File: src/rtl/wavegen_pkg.sv
// rtl/wavegen_pkg.sv - shared constants and types for the waveform sequencer
//
// Purpose: opcode values of the SPI command word, the sequencer state
// encoding, the DAC midscale code and the hold counter width.
// Ports:   none (package).
// Config:  WAVEGEN_ONESHOT_EN makes OP_ONESHOT a legal command in
//          wavegen_sequencer; the constant itself is always defined.

package wavegen_pkg;

  localparam logic [3:0] OP_WRITE   = 4'h1;
  localparam logic [3:0] OP_LEN     = 4'h2;
  localparam logic [3:0] OP_DIV     = 4'h3;
  localparam logic [3:0] OP_START   = 4'h4;
  localparam logic [3:0] OP_STOP    = 4'h5;
  localparam logic [3:0] OP_CLRERR  = 4'h6;
  localparam logic [3:0] OP_ONESHOT = 4'h7;

  typedef enum logic [1:0] {
    IDLE  = 2'd0,
    PRIME = 2'd1,
    RUN   = 2'd2
  } state_t;

  localparam logic [13:0] MIDSCALE = 14'h2000;
  localparam int          HOLD_W   = 14;

endpackage

File: src/rtl/wavegen_rate_div.sv
// rtl/wavegen_rate_div.sv - sample hold counter, one tick per sample boundary
//
// Purpose: counts hold = 0..div while enabled and pulses o_tick on the
//          last cycle of each sample; held at zero while disabled.
// Ports:
//   i_clk    in   clock
//   i_rst    in   asynchronous active-high reset
//   i_en     in   count enable (sequencer is priming or running)
//   i_div    in   hold length minus one, in cycles
//   o_tick   out  one-cycle pulse at the end of each sample

module wavegen_rate_div
  import wavegen_pkg::*;
(
  input  logic              i_clk,
  input  logic              i_rst,
  input  logic              i_en,
  input  logic [HOLD_W-1:0] i_div,
  output logic              o_tick
);

  logic [HOLD_W-1:0] r_hold;
  logic              w_tick;

  // ">=" rather than "==": if div is lowered below the running count,
  // the current sample ends now instead of wrapping the 14-bit counter.
  assign w_tick = i_en && (r_hold >= i_div);
  assign o_tick = w_tick;

  always_ff @(posedge i_clk or posedge i_rst) begin
    if (i_rst) begin
      r_hold <= '0;
    end else if (!i_en || w_tick) begin
      r_hold <= '0;
    end else begin
      r_hold <= r_hold + 1'b1;
    end
  end

endmodule

File: src/rtl/wavegen_sequencer.sv
// rtl/wavegen_sequencer.sv - SPI command decoder and waveform RAM playback sequencer
//
// Purpose: decodes SPI command words, writes samples into the waveform RAM
//          while idle, and in playback scans RAM[0..last] cyclically, each
//          sample held div+1 cycles, driving the DAC code.
// Ports:
//   i_clk        in   clock
//   i_rst        in   asynchronous active-high reset
//   i_rx_data    in   command word: [31:28] opcode, [27:14] A, [13:0] B
//   i_rx_valid   in   one-cycle strobe qualifying i_rx_data
//   o_mem_we     out  RAM write enable pulse
//   o_mem_waddr  out  RAM write address
//   o_mem_wdata  out  RAM write data
//   o_mem_raddr  out  RAM read address (RAM returns data one cycle later)
//   i_mem_rdata  in   RAM read data
//   o_wd         out  registered DAC code
//   o_state      out  0 = IDLE, 1 = PRIME, 2 = RUN
//   o_err        out  sticky command error
// Config: define WAVEGEN_ONESHOT_EN to enable opcode 0x7 (single pass
//         playback); otherwise opcode 0x7 is illegal.

module wavegen_sequencer
  import wavegen_pkg::*;
#(
  parameter int DEPTH_W = 8,
  parameter int DATA_W  = 14
) (
  input  logic               i_clk,
  input  logic               i_rst,
  input  logic [31:0]        i_rx_data,
  input  logic               i_rx_valid,
  output logic               o_mem_we,
  output logic [DEPTH_W-1:0] o_mem_waddr,
  output logic [DATA_W-1:0]  o_mem_wdata,
  output logic [DEPTH_W-1:0] o_mem_raddr,
  input  logic [DATA_W-1:0]  i_mem_rdata,
  output logic [DATA_W-1:0]  o_wd,
  output logic [1:0]         o_state,
  output logic               o_err
);

  state_t             r_state;
  state_t             w_state_next;
  logic               r_mem_we;
  logic [DEPTH_W-1:0] r_mem_waddr;
  logic [DATA_W-1:0]  r_mem_wdata;
  logic [DEPTH_W-1:0] r_mem_raddr;
  logic [DEPTH_W-1:0] r_last;
  logic [HOLD_W-1:0]  r_div;
  logic [DATA_W-1:0]  r_wd;
  logic               r_err;

  logic [3:0]         w_op;
  logic [13:0]        w_arg_a;
  logic [13:0]        w_arg_b;
  logic               w_a_fits;
  logic               w_b_fits;
  logic               w_wr_ok;
  logic               w_len_ok;
  logic               w_div_ld;
  logic               w_start;
  logic               w_stop;
  logic               w_clr;
  logic               w_bad;
  logic               w_tick;
  logic               w_advance;
  logic               w_leave;
  logic               w_draining;
  logic               w_drain_done;
`ifdef WAVEGEN_ONESHOT_EN
  logic               w_oneshot_cmd;
  logic               r_oneshot;
  logic [1:0]         r_drain;
`endif

  assign w_op     = i_rx_data[31:28];
  assign w_arg_a  = i_rx_data[27:14];
  assign w_arg_b  = i_rx_data[13:0];
  assign w_a_fits = (w_arg_a >> DEPTH_W) == 14'd0;
  assign w_b_fits = (w_arg_b >> DEPTH_W) == 14'd0;

  // Command decode; all effects land on the next clock edge.
  always_comb begin
    w_wr_ok  = 1'b0;
    w_len_ok = 1'b0;
    w_div_ld = 1'b0;
    w_start  = 1'b0;
    w_stop   = 1'b0;
    w_clr    = 1'b0;
    w_bad    = 1'b0;
`ifdef WAVEGEN_ONESHOT_EN
    w_oneshot_cmd = 1'b0;
`endif
    if (i_rx_valid) begin
      case (w_op)
        OP_WRITE:  if (r_state == IDLE && w_a_fits) w_wr_ok = 1'b1;
                   else w_bad = 1'b1;
        OP_LEN:    if (r_state == IDLE && w_b_fits) w_len_ok = 1'b1;
                   else w_bad = 1'b1;
        OP_DIV:    w_div_ld = 1'b1;
        OP_START:  w_start = 1'b1;
        OP_STOP:   w_stop = 1'b1;
        OP_CLRERR: w_clr = 1'b1;
`ifdef WAVEGEN_ONESHOT_EN
        OP_ONESHOT: begin
          w_start       = 1'b1;
          w_oneshot_cmd = 1'b1;
        end
`endif
        default:   w_bad = 1'b1;
      endcase
    end
  end

  always_comb begin
    w_state_next = r_state;
    case (r_state)
      IDLE:    if (w_start) w_state_next = PRIME;
      PRIME:   w_state_next = w_stop ? IDLE : RUN;
      RUN:     if (w_stop || w_drain_done) w_state_next = IDLE;
      default: w_state_next = IDLE;
    endcase
  end

  always_ff @(posedge i_clk or posedge i_rst) begin
    if (i_rst) r_state <= IDLE;
    else       r_state <= w_state_next;
  end

  assign w_leave = (r_state != IDLE) && (w_state_next == IDLE);

  // The counter also runs in PRIME: the read address leads wd by two
  // cycles, so RAM[0] must already be on the bus when RUN begins.
  wavegen_rate_div u_rate_div (
    .i_clk  (i_clk),
    .i_rst  (i_rst),
    .i_en   (r_state != IDLE),
    .i_div  (r_div),
    .o_tick (w_tick)
  );

  assign w_advance = (r_state != IDLE) && w_tick && !w_draining;

`ifdef WAVEGEN_ONESHOT_EN
  // The wrap is seen on the read address two cycles before RAM[last] has
  // finished on wd, so a single-pass run drains for two cycles before IDLE.
  always_ff @(posedge i_clk or posedge i_rst) begin
    if (i_rst) begin
      r_oneshot <= 1'b0;
      r_drain   <= 2'd0;
    end else begin
      if (r_state == IDLE && w_start) r_oneshot <= w_oneshot_cmd;
      if (w_leave)
        r_drain <= 2'd0;
      else if (r_drain != 2'd0)
        r_drain <= r_drain - 2'd1;
      else if (r_oneshot && w_advance && r_mem_raddr == r_last)
        r_drain <= 2'd2;
    end
  end
  assign w_draining   = (r_drain != 2'd0);
  assign w_drain_done = (r_drain == 2'd1);
`else
  assign w_draining   = 1'b0;
  assign w_drain_done = 1'b0;
`endif

  always_ff @(posedge i_clk or posedge i_rst) begin
    if (i_rst) begin
      r_mem_we    <= 1'b0;
      r_mem_waddr <= '0;
      r_mem_wdata <= '0;
      r_mem_raddr <= '0;
      r_last      <= '1;
      r_div       <= '0;
      r_wd        <= DATA_W'(MIDSCALE);
      r_err       <= 1'b0;
    end else begin
      r_mem_we <= w_wr_ok;
      if (w_wr_ok) begin
        r_mem_waddr <= w_arg_a[DEPTH_W-1:0];
        r_mem_wdata <= w_arg_b[DATA_W-1:0];
      end
      if (w_len_ok) r_last <= w_arg_b[DEPTH_W-1:0];
      if (w_div_ld) r_div  <= w_arg_b;

      // A new error outranks a clear on the same strobe.
      if (w_bad)      r_err <= 1'b1;
      else if (w_clr) r_err <= 1'b0;

      if (r_state == IDLE && w_state_next == PRIME)
        r_mem_raddr <= '0;
      else if (w_advance)
        r_mem_raddr <= (r_mem_raddr == r_last) ? '0 : r_mem_raddr + 1'b1;

      if (w_leave)
        r_wd <= DATA_W'(MIDSCALE);
      else if (r_state == RUN)
        r_wd <= i_mem_rdata;
    end
  end

  assign o_mem_we    = r_mem_we;
  assign o_mem_waddr = r_mem_waddr;
  assign o_mem_wdata = r_mem_wdata;
  assign o_mem_raddr = r_mem_raddr;
  assign o_wd        = r_wd;
  assign o_state     = r_state;
  assign o_err       = r_err;

endmodule

File: config.mk
export PLATFORM = sky130hd
export DESIGN_NAME = wavegen_sequencer
export DESIGN_NICKNAME = d
export VERILOG_FILES = /design/src/rtl/wavegen_pkg.sv /design/src/rtl/wavegen_rate_div.sv /design/src/rtl/wavegen_sequencer.sv
export SDC_FILE = /design/constraint.sdc
export NUM_CORES = 1
export LEC_CHECK = 0
export ABC_AREA = 1
export ABC_CLOCK_PERIOD_IN_PS = 4500
export BUFFER_PORTS_ARGS = -buffer_cell sky130_fd_sc_hd__buf_4
export CAP_MARGIN = 10
export CORE_UTILIZATION = 59
export DETAILED_ROUTE_END_ITERATION = 8
export GPL_ROUTABILITY_DRIVEN = 0
export PLACE_DENSITY = 0.86
export SLEW_MARGIN = 20
export SYNTH_ARGS = -nofsm -noshare
export SYNTH_HDL_FRONTEND = slang
export SYNTH_SLANG_ARGS = --single-unit
File: constraint.sdc
create_clock -name i_clk -period 4.5 [get_ports i_clk]
set_clock_uncertainty 0.2 [all_clocks]
set_input_delay 0.675 -clock i_clk [delete_from_list [all_inputs] [get_ports i_clk]]
set_output_delay 0.675 -clock i_clk [all_outputs]
set_load 0.05 [all_outputs]
==> flow_summary.rst <==
.. list-table::
   :header-rows: 1

   * - Metric
     - Value
   * - Most common library cell in the layout ignoring fill and taps
     - sky130_fd_sc_hd__nand2_1
   * - Ys flop type
     - sky130_fd_sc_hd__dfrtp_1
   * - Layout overhead on the synthesized area
     - 22.34%
   * - Setup violation total in the final timing report
     - 0
   * - Effective utilization at floorplan
     - 60.77%
   * - Worst setup path endpoint
     - u_rate_div.r_hold[4]
   * - Hpwl dp
     - 7.115 mm
   * - Post-cts sizing count
     - 0
   * - Syn_nets
     - 581
   * - Grt ovf
     - 0
   * - Power density over cell area
     - 431.2 nW/um2
   * - Logic depth of the worst register-to-register path
     - 8
   * - X dimension of the die
     - 88.44 um
   * - Final Instance Area
     - 5393 um2
   * - Crit. path cell count
     - 8
   * - Top Family by Delay on Critical Path
     - simple AND/OR/NAND/NOR gates
   * - Cell area after synthesis
     - 4408 um2
   * - Core Footprint
     - 7253 um2
   * - Max-cap check violation count
     - 0
   * - IR Drop Worst-Case VDD
     - 0.0001900 V
   * - Number of I/O port buffers
     - 96
   * - Post-DRT Antenna Nets
     - 0
   * - Area contributors post-synth
     - sky130_fd_sc_hd__dfrtp_1 43%, sky130_fd_sc_hd__nand2_1 11%, sky130_fd_sc_hd__o21ai_2 6.6%
   * - Distinct cell type count after synthesis
     - 33
   * - Maximum clock frequency
     - 461.9 MHz
   * - Synthesized area per cell
     - 8.543 um2
   * - Via count
     - 3726
   * - Buffer levels on the longest clock path
     - 2
   * - Drt initial violations
     - 196
   * - Reg-to-reg startpoint
     - u_rate_div.r_hold[12]
   * - Number of standard cells after synthesis
     - 516
   * - Critical path buffer and inverter count
     - 1
   * - Final period util
     - 48.11%
   * - Status
     - completed
   * - Detailed-route DRC error count
     - 0
   * - Number of buffers added for setup after CTS
     - 0
   * - Wire length of the first global-routing pass
     - 15.68 mm
   * - Area share of the largest cell type after synthesis
     - 42.58%
   * - Initial antenna violation count
     - 0
   * - Final Slew Violations
     - 0
   * - Maximum number of pins on one net before global-route repair
     - 48
   * - CP Max Fanout
     - 14
   * - Type of destination of the critical path
     - flip-flop
   * - Worst skew pair latency
     - 360 ps
   * - Setup repair after global routing missed its margin
     - false
   * - Number of placed I/O pins
     - 97
   * - Async set-or-reset flop fraction in the synthesized netlist
     - 100.0%
   * - Clock transition time at the flip-flop clock pins of the worst setup and hold paths
     - 90 ps
   * - Area of the die
     - 7821 um2
   * - Average vias per placed instance
     - 5.226
   * - Commonest non-fill, non-tap cells in the layout
     - 129 x sky130_fd_sc_hd__nand2_1, 97 x sky130_fd_sc_hd__buf_4, 75 x sky130_fd_sc_hd__dfrtp_1
   * - Critical Path Source Type
     - flip-flop
   * - Fraction of layout instances using a drive strength above 1
     - 29.32%
   * - Number of warnings issued by yosys
     - 0
   * - H-tree lvl count
     - 3
   * - Final period demand of the worst path
     - 2165 ps
   * - Slowest-stage cell, CP
     - sky130_fd_sc_hd__dfrtp_1
   * - Routed wire length
     - 9.807 mm
   * - Root Driver
     - sky130_fd_sc_hd__clkbuf_8
   * - Final number of hold-violating endpoints
     - 0
   * - Placement Cell Area
     - 5152 um2
   * - Hold-fix buffers at CTS
     - 0
   * - Number of cells in the design after placement
     - 697
   * - Number of sinks on the clock net
     - 84
   * - Via count of the first global-routing pass
     - 3451
   * - Worst endpoint required time
     - 4570 ps
   * - Data arrival at the endpoint of the critical path
     - 2240 ps
   * - Flip-flop and latch count after synthesis
     - 84
   * - Number of synthesized flops with an enable pin
     - 0
   * - Crit Path Class
     - reg -> reg
   * - Worst setup path startpoint
     - u_rate_div.r_hold[12]
   * - Setup tns final
     - 0 ps
   * - Total routing usage reported by global routing
     - 26.55%
   * - Static leakage
     - 2.875 nW
   * - Type of the tightest min-delay check
     - in -> async
   * - TritonRoute pass-1 iters
     - 5
   * - Reg2Reg Capture Point
     - u_rate_div.r_hold[4]
   * - Standard-cell row count
     - 31
   * - Final Net Count
     - 674
   * - Slew at the pin with the worst max-slew slack
     - 790.3 ps
   * - Slew Limit Headroom
     - 47.25%
   * - CP dominant cell by count
     - sky130_fd_sc_hd__nand2_1
   * - Total power
     - 2.325 mW
   * - Post-DR wirelength/cell
     - 13.75 um
   * - Library cell with the largest summed area after synthesis
     - sky130_fd_sc_hd__dfrtp_1
   * - TritonCTS clock tree
     - built
   * - Number of clock buffers inserted by TritonCTS
     - 9
   * - DIE HEIGHT
     - 88.44 um
   * - Antenna diode count
     - 0
   * - Seq/Total Area, Yosys
     - 47.94%
   * - Flop-to-flop setup slack
     - 2340 ps
   * - Delay of the slowest cell on the worst path
     - 430 ps
   * - Ordered cell list for the critical path
     - ha_1, nand2_1, inv_1, nand2_1, nand2_1, nor2_1, nand4_2, nor3b_1
   * - Final Non-Filler Cells
     - 713
-- cell usage after synthesis (4+ instances only) --
cell type,instances
sky130_fd_sc_hd__o21ai_2,33
sky130_fd_sc_hd__a21oi_1,8
sky130_fd_sc_hd__nor2_4,4
sky130_fd_sc_hd__o21ai_0,20
sky130_fd_sc_hd__inv_1,73
sky130_fd_sc_hd__nand3_1,34
sky130_fd_sc_hd__ha_1,16
sky130_fd_sc_hd__nand3_2,4
sky130_fd_sc_hd__buf_6,6
sky130_fd_sc_hd__xor2_1,8
sky130_fd_sc_hd__dfstp_2,9
sky130_fd_sc_hd__nand2_1,129
sky130_fd_sc_hd__inv_2,6
sky130_fd_sc_hd__nand4_1,11
sky130_fd_sc_hd__dfrtp_1,75
sky130_fd_sc_hd__nor3_1,6
sky130_fd_sc_hd__nor2_1,41
sky130_fd_sc_hd__buf_2,6
sky130_fd_sc_hd__nor2_2,4
-- report_power, final --
group          total [mW]  internal [mW]  leakage, nW  switching (mW)
sequential          0.925          0.859         1.10          0.0662
clock               0.645          0.371        0.121           0.274
combinational       0.755          0.233         1.66           0.522
-- sequential cells by signal, indices dropped and copies added (netlist names) --
signal / count
o_err: 1
r_last: 8
o_wd: 14
o_mem_raddr: 8
r_div: 14
o_mem_waddr: 8
o_mem_we: 1
o_state: 2
u_rate_div.r_hold: 14
o_mem_wdata: 14
-- metrics by stage --
stage / setup slack [ps] / hold WS (ps) / util [%]
floorplan: 1475 / 253.0 / -
detailed placement: 2156 / 268.0 / 71.04
global placement: 2281 / 267.2 / 71.04
CTS: 2345 / 266.2 / 74.35
global route: 2155 / 289.4 / 74.35
finish: 2335 / 240.2 / 74.35
-- worst min-delay path by stage --
stage	slack (ps)	start	end	cells after the start
detailed placement	270	o_mem_waddr[0]	o_mem_waddr[0]	2
finish	240	i_rst	r_div[11]	2
floorplan	250	r_div[10]	r_div[10]	2
global placement	270	o_mem_wdata[10]	o_mem_wdata[10]	2
global route	290	i_rx_data[21]	o_mem_waddr[7]	3
CTS	270	i_rst	r_div[11]	2
-- final cells by class --
type | count | area, um2
sequential | 84 | 2113
multi-input combinational | 338 | 1889
fill | 505 | 1861
timing repair buffer | 97 | 728.2
inverter | 79 | 297.8
clock buffer | 10 | 127.6
tap | 99 | 123.9
clock inverter | 6 | 112.6
-- worst reg2reg max path, stage by stage (launching register included) --
cell	delay (ps)
sky130_fd_sc_hd__dfrtp_1	430
sky130_fd_sc_hd__ha_1	300
sky130_fd_sc_hd__nand2_1	80
sky130_fd_sc_hd__inv_1	60
sky130_fd_sc_hd__nand2_1	60
sky130_fd_sc_hd__nand2_1	40
sky130_fd_sc_hd__nor2_1	200
sky130_fd_sc_hd__nand4_2	390
sky130_fd_sc_hd__nor3b_1	310
-- cells by family after synthesis --
| group | count (synthesis) | share of synthesized area (%) |
|---|---|---|
| DFF | 84 | 47.94 |
| xor gates and xnor gates | 11 | 2.186 |
| AOI/OAI and AO/OA | 67 | 10.99 |
| and+or+nand+nor | 244 | 25.15 |
| adders and majority gates | 16 | 4.542 |
| buffers and inverters | 94 | 9.197 |
-- per-layer routing --
| layer | vias to the layer above | routed length [um] | track usage, % |
|---|---|---|---|
| li1 | 1830 | - | - |
| met1 | 1740 | 4208 | 32.42 |
| met2 | 136 | 4779 | 44.90 |
| met3 | 20 | 568 | 5.131 |
| met4 | 0 | 251 | 13.64 |
| met5 | - | 0 | 0 |
Note: power is estimated with default switching activity, not from simulation.
